[src/rtl/dma_dreq_agent.sv]
// dma_dreq_agent: peripheral side of the 8237 DREQ/DACK/EOP handshake with a byte FIFO.
// Optional macro DMA_DREQ_AGENT_EOP_GEN_EN adds a length counter that raises eop_out.
module dma_dreq_agent #(
  parameter int DEPTH = 16,
  parameter int THRESHOLD = 4
) (
  input  logic                   clock,
  input  logic                   reset,
  input  logic                   enable,
  input  logic [1:0]             mode,
  input  logic                   dreq_active_low,
  input  logic                   push_valid,
  input  logic [7:0]             push_data,
  output logic                   push_ready,
  output logic                   dreq,
  input  logic                   dack,
  input  logic                   io_read,
  input  logic                   eop_in,
  output logic [7:0]             data_out,
  output logic                   eop_out,
  output logic [$clog2(DEPTH):0] level,
  output logic                   tc_done,
  output logic                   underflow
`ifdef DMA_DREQ_AGENT_EOP_GEN_EN
  ,
  input  logic [15:0]            length,
  input  logic                   load_length
`endif
);
  localparam int AW = $clog2(DEPTH);
  typedef enum logic [2:0] {IDLE, REQ, ACTIVE, RELEASE, DONE} state_t;
  state_t state, state_n;
  logic [7:0] mem [DEPTH];
  logic [AW-1:0] wr_ptr, rd_ptr;
  logic enable_q, dreq_r, en_rise, push, rd, pop, last_pop, gen_eop, eop, demand, block;
  assign en_rise = enable && !enable_q;
  assign push_ready = level != (AW+1)'(DEPTH);
  assign push = push_valid && push_ready;
  assign rd = io_read && dack;
  assign pop = rd && level != '0;
  assign last_pop = pop && !push && level == (AW+1)'(1);
  assign eop = dack && (eop_in || gen_eop);
  assign demand = mode == 2'b01;
  assign block = mode == 2'b10;
  assign tc_done = state == DONE;
  assign dreq = dreq_r ^ dreq_active_low;
`ifdef DMA_DREQ_AGENT_EOP_GEN_EN
  logic [15:0] remaining;
  assign gen_eop = pop && remaining == 16'd1;
  assign eop_out = gen_eop;
  always_ff @(posedge clock or posedge reset)
    if (reset)
      remaining <= '0;
    else if (load_length)
      remaining <= length;
    else if (pop && remaining != '0)
      remaining <= remaining - 16'd1;
`else
  assign gen_eop = 1'b0;
  assign eop_out = 1'b0;
`endif
  // REQ with dack already counts as ACTIVE, so a strobe in the grant cycle can end a single transfer
  always_comb begin
    state_n = state;
    case (state)
      IDLE: state_n = (enable && level >= (AW+1)'(THRESHOLD)) ? REQ : IDLE;
      REQ, ACTIVE: state_n = !enable ? IDLE : !dack ? REQ : block ? ACTIVE : (demand ? last_pop : pop) ? RELEASE : ACTIVE;
      RELEASE: state_n = IDLE;
      DONE: state_n = en_rise ? IDLE : DONE;
      default: state_n = IDLE;
    endcase
    if (eop) state_n = DONE;
  end
  always_ff @(posedge clock or posedge reset)
    if (reset) begin
      state <= IDLE;
      dreq_r <= 1'b0;
      enable_q <= 1'b0;
      wr_ptr <= '0;
      rd_ptr <= '0;
      level <= '0;
      data_out <= 8'h00;
      underflow <= 1'b0;
    end else begin
      state <= state_n;
      dreq_r <= state_n == REQ || state_n == ACTIVE;
      enable_q <= enable;
      wr_ptr <= wr_ptr + AW'(push);
      rd_ptr <= rd_ptr + AW'(pop);
      level <= level + (AW+1)'(push) - (AW+1)'(pop);
      if (pop)
        data_out <= mem[rd_ptr];
      else if (rd)
        data_out <= 8'hFF;
      underflow <= (rd && !pop) || (underflow && !en_rise);
    end
  always_ff @(posedge clock)
    if (push) mem[wr_ptr] <= push_data;
endmodule

[config.mk]
export PLATFORM = sky130hd
export DESIGN_NAME = dma_dreq_agent
export DESIGN_NICKNAME = d
export VERILOG_FILES = /design/src/rtl/dma_dreq_agent.sv
export SDC_FILE = /design/constraint.sdc
export NUM_CORES = 1
export LEC_CHECK = 0
export ABC_AREA = 1
export BUFFER_PORTS_ARGS = -buffer_cell sky130_fd_sc_hd__buf_2
export CORE_ASPECT_RATIO = 0.8
export CORE_UTILIZATION = 40
export DETAILED_ROUTE_END_ITERATION = 7
export HOLD_SLACK_MARGIN = 0.02
export PLACE_DENSITY = 0.6
export SLEW_MARGIN = 20
export SYNTH_ARGS = -nofsm -noshare
export SYNTH_HDL_FRONTEND = slang
export SYNTH_SLANG_ARGS = --single-unit
[constraint.sdc]
create_clock -name clock -period 2.66 [get_ports clock]
set_input_delay 0.133 -clock clock [delete_from_list [all_inputs] [get_ports clock]]
set_output_delay 0.133 -clock clock [all_outputs]
set_load 0.1 [all_outputs]
==> impl_metrics.tcl, run 1 <==
set metrics [dict create \
    route.detailed.drc 0 \
    crit_path_max_incr_delay_ns 0.48 \
    synth_nets 638 \
    end_kind "register" \
    holdWs_ns 0.0484 \
    intPower_uw 5260 \
    clkTransAtPathRegs_ns 0.06 \
    utilization 0.473 \
    numCtsBuffers 17 \
    pin_count 36 \
    grt_pass1_vias 4375 \
    p_seq_frac 0.359 \
    drv_slew 0 \
    grt_max_degree 90 \
    maxCapViolations 0 \
    diodes 0 \
    synth_warnings 0 \
    synth_seq_area_share 0.666 \
    finalCriticalPeriod_ns 2.47 \
    power.density_mw_per_mm2 1160 \
    slowest_stage "dfrtp_4" \
    yosysMostFrequentCell "nand2_1" \
    netlist_top_cells_count "nand2_1, edfxtp_1, nand3_1" \
    worst_pin_slew_ns 0.702 \
    comb_power_share 0.403 \
    yosysTopAreaCell "edfxtp_1" \
    cp_cell_sequence "inv_1 -> ha_1 -> inv_1 -> nor2_4 -> a21oi_4 -> ha_1 -> inv_1 -> ha_1 -> inv_1 -> fa_1 -> o21ai_1 -> xnor2_1" \
    rsz0062_at_grt "no" \
    synthTopCellsByArea "edfxtp_1, dfrtp_1, nand2_1, nand3_1, inv_1" \
    timing.fmax_mhz 405 \
    cts.htree.levels 4 \
    wire_per_inst_um 16.6 \
    avgViaCountPerCell 4.91 \
    grt_usage 0.186 \
    place.gp.congestion 0.792 \
    avgSynthCellArea_um2 11.2 \
    clock_power_share 0.238 \
    cp.required_ns 2.99 \
    crit_path_frequent_cell "inv_1" \
    cts_sinks 155 \
    grt_overflow 0 \
    synth.top_cell.area_share 0.566 \
    period_share 0.929 \
    hold_violations 0 \
    cts-root-buf "clkbuf_16" \
    synth_flop_cell "edfxtp_1" \
    dp_hpwl_mm 9.69 \
    first_iter_violations 497 \
    arrival_ns 2.80 \
    cp-start-kind "register" \
    cts_tree "done" \
    vdd_ir_drop_max_mv 0.722 \
    drive_gt1_frac 0.180 \
    grt_pass1_wl_mm 24.1 \
    tns_ns 0 \
    clkLatencyLatePin_ns 0.42 \
    cts_buffer_depth 2 \
    min_path_type "primary input to register" \
    port_buffers 34 \
    leakagePower_uw 0.00325 \
    relSlewSlack 0.531 \
    sw_frac_of_total 0.420 \
    design.core.area_mm2 0.0166 \
    synth_edf_count 128 \
    antenna_left 0 \
    crit_family "adder cells" \
    start_util 0.410 \
    dieArea_mm2 0.0175 \
    synth-async-reset-ratio 0.174 \
    ys_ff_latch 155 \
    path_max_fanout 3 \
    skew_ns 0.0110 \
    switching_power_uw 3810 \
    dr.pass1.iters 5 \
    syn_to_final_growth_pct 15.5 \
    placementRows 42 \
    synthesis.instances 608 \
    dr_total_vias 4371 \
    die_w_um 148 \
    synth_area_mm2 0.00679 \
    crit_type "register to register" \
    cp_num_buf_inv 4 \
    wirelength_mm 14.8 \
    finalNetCount 688 \
    fp.dieH_um 118 \
    antenna_found_initial 0 \
    setup_viol 0 \
    synth_cell_types 24 \
    status "completed" \
]
state kept, by name, summed over array words and instances (netlist names):
| signal | flops |
|---|---|
| mem | 128 |
| data_out | 8 |
| level | 5 |
| rd_ptr | 4 |
| wr_ptr | 4 |
| state | 3 |
| dreq_r | 1 |
| enable_q | 1 |
| underflow | 1 |
tightest hold or removal path, cell delays in order:
cell	delay (ns)
buf_2	0.13
nand3_1	0.10
inv_1	0.06
worst paths after layout:
kind                                startpoint  slack (ns)  depth (start not counted)             endpoint
min                                       dack        0.05                          3   state[1]$_DFF_PP0_
max                         level[2]$_DFF_PP0_        0.19                         12   level[4]$_DFF_PP0_
max reg2reg                 level[2]$_DFF_PP0_        0.19                         12   level[4]$_DFF_PP0_
max in group asynchronous                reset        1.65                          4  rd_ptr[0]$_DFF_PP0_
min reg2reg                underflow$_DFF_PP0_        0.51                          2  underflow$_DFF_PP0_
min in group asynchronous                reset        0.36                          3   enable_q$_DFF_PP0_
timing repair:
item                       4_1_cts  5_1_grt
resized for setup                0        1
setup endpoints to repair        0        1
hold buffers                     4        0
buffers inserted                 0        0
hold endpoints to repair        17        0
metrics by stage:
stage          total power, uW  instances  setup slack (ns)  area (um2)
5_1_grt                   9590        891           0.00975        7840
2_1_floorplan             6120        608            0.0120        6820
3_5_place_dp              6950        855             0.152        7260
6_report                  9070        891             0.190        7840
4_1_cts                   9120        891             0.140        7830
3_3_place_gp              6890        855             0.246        7260
logic make-up (layout without fill, tap and decap cells):
family          count (synthesis)  in the layout  synth area share
buf+inv                       101            164            0.0651
fa+ha+maj                      12             12            0.0232
compound gates                 41             41            0.0559
other cells                     1              1          0.000553
xor+xnor                        9              9            0.0116
flops                         155            155             0.666
simple gates                  289            289             0.178
area by class of cell:
class | instances | area (um2)
Inverter | 75 | 282
Timing Repair Buffer | 57 | 365
Clock inverter | 8 | 45.0
Tap cell | 220 | 275
Clock buffer | 24 | 482
Multi-Input combinational cell | 352 | 1850
Fill cell | 1506 | 8720
Sequential cell | 155 | 4530
cell usage in the layout, fill, tap and decap left out, drive strengths merged:
cell type	netlist	routed
or2	8	8
dlygate4sd3	0	4
inv	74	74
nand2	162	162
a21boi	1	1
dfrtp	27	27
clkinv	1	8
xnor2	3	3
a21oi	5	5
conb	1	1
clkbuf	2	24
o21ai	11	11
nor2	39	39
xor2	6	6
nand3	80	80
o211ai	24	24
ha	11	11
edfxtp	128	128
fa	1	1
clkinvlp	0	1
buf	24	53
power groups by stage:
stage,clock network [uW],logic (uW),registers (uW)
6_report,2160,3650,3250
5_1_grt,2290,4000,3300
3_5_place_dp,0,3650,3300
3_3_place_gp,0,3600,3280
2_1_floorplan,0,2150,3970
4_1_cts,2200,3660,3260
metal layers:
metal,track usage,vias to the layer above,part of all wire
met5,0,-,0
met4,0.0599,0,0.015
met3,0.0425,16,0.045
met2,0.274,88,0.45
met1,0.270,2140,0.49
li1,-,2127,-
(Power assumes the default switching activity.)
==> run 2: changes to the inputs <==
PLACE_DENSITY = 0.56   (was 0.6)
==> run 2 against run 1 <==
Compared with the run above:
- utilization is 0.58 points higher
- global-route usage rose by 0.52 points
- highest routed layer unchanged
- critical path depth unchanged
- clock power rose by 15%
- wire length grew 3.7%
- critical endpoint unchanged
- via count is 0.87% lower
- cell count increased by 0.34%
- largest cell class unchanged
- clock-buffer cell count rose by 1
==> impl_metrics.tcl, run 2 (synthesis gave the netlist of run 1 again) <==
set metrics [dict create \
    rsz0062_at_grt "no" \
    slowest_stage "dfrtp_4" \
    final_common_cell "nand2_1" \
    grt_pass1_vias 4250 \
    leakagePower_uw 0.00329 \
    seqCellArea_mm2 0.00453 \
    grt_usage 0.191 \
    dp_hpwl_mm 10.3 \
    first_iter_violations 335 \
    cp.required_ns 2.99 \
    setup_viol 0 \
    placementRows 42 \
    crit_family "adder cells" \
    wirelength_mm 15.3 \
    path_max_fanout 3 \
    end_kind "register" \
    fp.dieH_um 118 \
    cp_cell_sequence "inv_1 -> ha_1 -> inv_1 -> nor2_2 -> a21oi_4 -> ha_1 -> inv_1 -> ha_1 -> inv_1 -> fa_1 -> o21ai_1 -> xnor2_1" \
    dieArea_mm2 0.0175 \
    largest_register_ffs 128 \
    route.detailed.drc 0 \
    power.density_mw_per_mm2 1190 \
    cts_sinks 155 \
    dr.pass1.iters 5 \
    hold_violations 0 \
    port_buffers 34 \
    worst_pin_slew_ns 0.829 \
    crit_type "register to register" \
    finalNetCount 691 \
    cts.htree.levels 4 \
    cts-root-buf "clkbuf_16" \
    relSlewSlack 0.447 \
    pin_count 36 \
    place.gp.congestion 0.818 \
    fin_ws_ns 0.151 \
    cts_buffer_depth 2 \
    syn_to_final_growth_pct 16.9 \
    drive_gt1_frac 0.181 \
    tns_ns 0 \
    drv_slew 0 \
    place_ws_ns 0.167 \
    cp-start-kind "register" \
    status "completed" \
    start_util 0.410 \
    final.fill_count 1516 \
    cts_setup_buffers 0 \
    grt_overflow 0 \
    crit_path_max_incr_delay_ns 0.48 \
    design.core.area_mm2 0.0166 \
    vdd_ir_drop_max_mv 0.564 \
    skew_ns 0.00642 \
    reg_top3 "mem (128), data_out (8), level (5)" \
    dp.cells 858 \
    grt_max_degree 43 \
    clkLatencyLatePin_ns 0.42 \
    dr_total_vias 4333 \
    multi_input_area_mm2 0.00185 \
    antenna_left 0 \
    die_w_um 148 \
    grt_pass1_wl_mm 24.4 \
    final_cells 894 \
    maxCapViolations 0 \
    cts_tree "done" \
    clkTransAtPathRegs_ns 0.06 \
    numCtsBuffers 17 \
    period_share 0.943 \
    min_path_type "primary input to register" \
    cp_num_buf_inv 4 \
    arrival_ns 2.84 \
    finalCriticalPeriod_ns 2.51 \
    avgViaCountPerCell 4.85 \
    antenna_found_initial 0 \
    layout_common_cells "nand2_1, edfxtp_1, nand3_1" \
    wire_per_inst_um 17.2 \
    timing.fmax_mhz 399 \
    regMostFlops "mem" \
    crit_path_frequent_cell "inv_1" \
    cts_hold_buf 4 \
    diodes 0 \
    cts_resized 0 \
]
run 2: changes by cell type in the layout (fill, tap and decap cells not counted):
cell        delta
buf_4          +3
clkinv_1       -1
clkinv_2       -4
clkinvlp_4     +1
clkbuf_8       -2
nor2_4         -1
clkinv_4       -1
clkbuf_1       +3
bufinv_16      +4
nor2_2         +1
run 2: through the flow:
| stage | total power [uW] | utilization | hold WS (ns) | area (um2) |
|---|---|---|---|---|
| 2_1_floorplan | 6120 | - | 0.164 | 6820 |
| 3_3_place_gp | 6930 | 0.440 | 0.256 | 7290 |
| 3_5_place_dp | 7000 | 0.440 | 0.264 | 7290 |
| 4_1_cts | 9500 | 0.479 | 0.0341 | 7930 |
| 5_1_grt | 9980 | 0.479 | 0.0586 | 7930 |
| 6_report | 9450 | 0.479 | 0.0539 | 7930 |
run 2: metal layers:
| metal | GRT usage | wire, um | vias up |
|---|---|---|---|
| li1 | - | - | 2135 |
| met1 | 0.288 | 7680 | 2121 |
| met2 | 0.272 | 6770 | 67 |
| met3 | 0.0533 | 778 | 10 |
| met4 | 0.0432 | 118 | 0 |
| met5 | 0 | 0 | - |
run 2: report_power, final:
group          total, uW  leakage [uW]  internal [uW]  switching [uW]
Combinational       3640       0.00154            977            2660
Sequential          3320       0.00147           3040             275
Clock               2490      0.000286           1590             899
run 2: path summary, 6_finish.rpt:
| path | depth (start not counted) | start | slack, ns | endpoint |
|---|---|---|---|---|
| setup / recovery | 12 | level[2]$_DFF_PP0_ | 0.15 | level[4]$_DFF_PP0_ |
| hold / removal | 3 | dack | 0.05 | state[1]$_DFF_PP0_ |
| setup reg to reg | 12 | level[2]$_DFF_PP0_ | 0.15 | level[4]$_DFF_PP0_ |
| hold reg to reg | 2 | underflow$_DFF_PP0_ | 0.52 | underflow$_DFF_PP0_ |
| max in group asynchronous | 4 | reset | 1.58 | data_out[5]$_DFFE_PP0P_ |
| min in group asynchronous | 3 | reset | 0.43 | level[0]$_DFF_PP0_ |
run 2: tightest hold or removal path, delay by kind of cell:
kind / cells / cell delay (ns)
buffers and inverters: 2 / 0.19
and+or+nand+nor: 1 / 0.11
run 2: final cells by class:
cell class | count | area share
clock buffer | 25 | 0.0587
clock inverter | 7 | 0.0177
inverter | 75 | 0.0355
multi-input combinational | 352 | 0.233
sequential | 155 | 0.571
tap | 220 | 0.0347
timing repair buffer | 60 | 0.0489
==> run 3: changes to the inputs <==
BUFFER_PORTS_ARGS = -buffer_cell sky130_fd_sc_hd__clkbuf_2   (was -buffer_cell sky130_fd_sc_hd__buf_2)
SETUP_SLACK_MARGIN = 0.4   (was not set)
==> run 3 against run 2 <==
Compared with the run above:
- combinational power about the same
- worst setup slack better by 0.38 ns
- non-clock buffer count decreased by 4
- cell count is 0.45% lower
- total power down 1.9%
- critical path depth is the same
- worst hold slack worse by 0.0073 ns
- clock power decreased by 7%
- sequential power down 2%
- flip-flop and latch count unchanged
- first-iteration DRC count is 1.2% higher
- utilization decreased by 0.091 points
- critical path type unchanged
- critical endpoint unchanged
- largest power group unchanged
==> impl_metrics.tcl, run 3 (synthesis gave the netlist of run 1 again) <==
set metrics [dict create \
    status "completed" \
    finalCriticalPeriod_ns 2.13 \
    dp_hpwl_mm 10.0 \
    crit_type "register to register" \
    cts-root-buf "clkbuf_16" \
    met3WireLength_um 541 \
    start_util 0.410 \
    finalNetCount 687 \
    clkLatencyLatePin_ns 0.41 \
    dr.pass1.iters 5 \
    pin_count 36 \
    dieArea_mm2 0.0175 \
    comb_power_share 0.396 \
    wl_met1_mm 7.23 \
    grt_overflow 0 \
    route.detailed.drc 0 \
    grt_usage 0.190 \
    wire_per_inst_um 16.8 \
    cts.htree.levels 4 \
    cts_sinks 155 \
    switching_power_uw 3860 \
    vdd_ir_drop_max_mv 0.578 \
    reg_top3 "mem (128), data_out (8), level (5)" \
    grt_pass1_vias 4509 \
    p_seq_frac 0.353 \
    rsz0062_at_grt "no" \
    end_kind "register" \
    fin_ws_ns 0.527 \
    min_path_type "primary input to register" \
    antenna_found_initial 0 \
    cp.required_ns 2.99 \
    wl_met2_mm 6.81 \
    avgViaCountPerCell 4.92 \
    cts_tree "done" \
    place_ws_ns 0.362 \
    grt_pass1_wl_mm 24.7 \
    worst_pin_slew_ns 0.702 \
    clock_power_share 0.250 \
    fp.dieH_um 118 \
    wirelength_mm 14.9 \
    tns_ns 0 \
    layout_common_cells "nand2_1, edfxtp_1, nand3_1" \
    arrival_ns 2.46 \
    port_buffers 34 \
    multi_input_area_mm2 0.00191 \
    dr_total_vias 4381 \
    leakagePower_uw 0.00327 \
    clkTransAtPathRegs_ns 0.06 \
    power.density_mw_per_mm2 1170 \
    syn_to_final_growth_pct 16.7 \
    grt_max_degree 58 \
    placementRows 42 \
    path_max_fanout 3 \
    first_iter_violations 339 \
    final.fill_count 1499 \
    final_area_mm2 0.00792 \
    hold_violations 0 \
    maxUsedRoutingLayer "met4" \
    timing.fmax_mhz 469 \
    antenna_left 0 \
    cts_buffer_depth 2 \
    drive_gt1_frac 0.199 \
    skew_ns 0.0111 \
    seqCellArea_mm2 0.00454 \
    cp-start-kind "register" \
    maxCapViolations 0 \
    final_common_cell "nand2_1" \
    numCtsBuffers 17 \
    largest_register_ffs 128 \
    place_area_mm2 0.00729 \
    utilization 0.478 \
    intPower_uw 5410 \
    relSlewSlack 0.530 \
    die_w_um 148 \
    setup_viol 0 \
    period_share 0.802 \
    regMostFlops "mem" \
    design.core.area_mm2 0.0166 \
    place.gp.congestion 0.811 \
    sw_frac_of_total 0.416 \
    drv_slew 0 \
    diodes 0 \
]
run 3: cell count changes in the layout (fill, tap and decap cells not counted), moves of 2 or more:
| cell | previous run | this run |
|---|---|---|
| dfrtp_4 | 2 | 4 |
| inv_1 | 72 | 68 |
| ha_4 | 0 | 3 |
| clkinv_2 | 1 | 6 |
| inv_2 | 2 | 5 |
| ha_1 | 11 | 8 |
| clkbuf_2 | 0 | 34 |
| dfrtp_2 | 4 | 2 |
| clkbuf_1 | 7 | 1 |
| bufinv_16 | 4 | 2 |
| buf_4 | 21 | 18 |
| clkinv_4 | 0 | 2 |
| buf_2 | 34 | 0 |
run 3: critical path: stages, from the launching register on:
cell,delay (ns)
dfrtp_4,0.50
inv_4,0.08
ha_4,0.15
inv_1,0.06
nor2_4,0.12
a21oi_4,0.08
ha_4,0.22
inv_2,0.06
ha_4,0.13
inv_2,0.04
fa_2,0.37
o21ai_2,0.14
xnor2_1,0.12
run 3: worst paths after layout:
path | depth (start not counted) | to | slack (ns) | from
worst max-delay path | 12 | level[4]$_DFF_PP0_ | 0.53 | level[2]$_DFF_PP0_
worst min register to register | 2 | underflow$_DFF_PP0_ | 0.52 | underflow$_DFF_PP0_
max in group asynchronous | 4 | data_out[2]$_DFFE_PP0P_ | 1.69 | reset
min in group asynchronous | 3 | level[0]$_DFF_PP0_ | 0.34 | reset
worst max register to register | 12 | level[4]$_DFF_PP0_ | 0.53 | level[2]$_DFF_PP0_
worst min-delay path | 3 | state[1]$_DFF_PP0_ | 0.05 | dack
run 3: through the flow:
stage                     cells  hold WS (ns)  total power, uW
final                       890        0.0466             9270
after global routing        890        0.0782             9800
after CTS                   890        0.0362             9330
after detailed placement    853         0.241             7000
after global placement      853         0.217             6960
after floorplan             608         0.164             6190
run 3: layout make-up:
class | instances | area share
clock buffer | 19 | 0.0560
clock inverter | 13 | 0.0160
tap | 220 | 0.0348
multi-input combinational | 352 | 0.241
timing repair buffer | 56 | 0.0436
sequential | 155 | 0.573
inverter | 75 | 0.0359
run 3: power groups by stage:
stage          registers (uW)  logic (uW)  clock network (uW)
2_1_floorplan            3990        2200                   0
3_3_place_gp             3300        3660                   0
3_5_place_dp             3320        3680                   0
4_1_cts                  3270        3700                2360
5_1_grt                  3310        4040                2450
6_report                 3270        3670                2320
run 3: timing repair:
item	4_1_cts	5_1_grt
endpoints found under the hold margin	16	0
endpoints found under the setup margin	1	9
pin swaps	1	0
gates resized for setup	0	2
setup buffers	1	0
hold buffers	4	0
gates cloned	0	0
run 3: layer usage:
layer | up-vias | global-route usage
met2 | 78 | 0.284
li1 | 2130 | -
met3 | 21 | 0.0332
met1 | 2152 | 0.274
met5 | - | 0
met4 | 0 | 0.0767
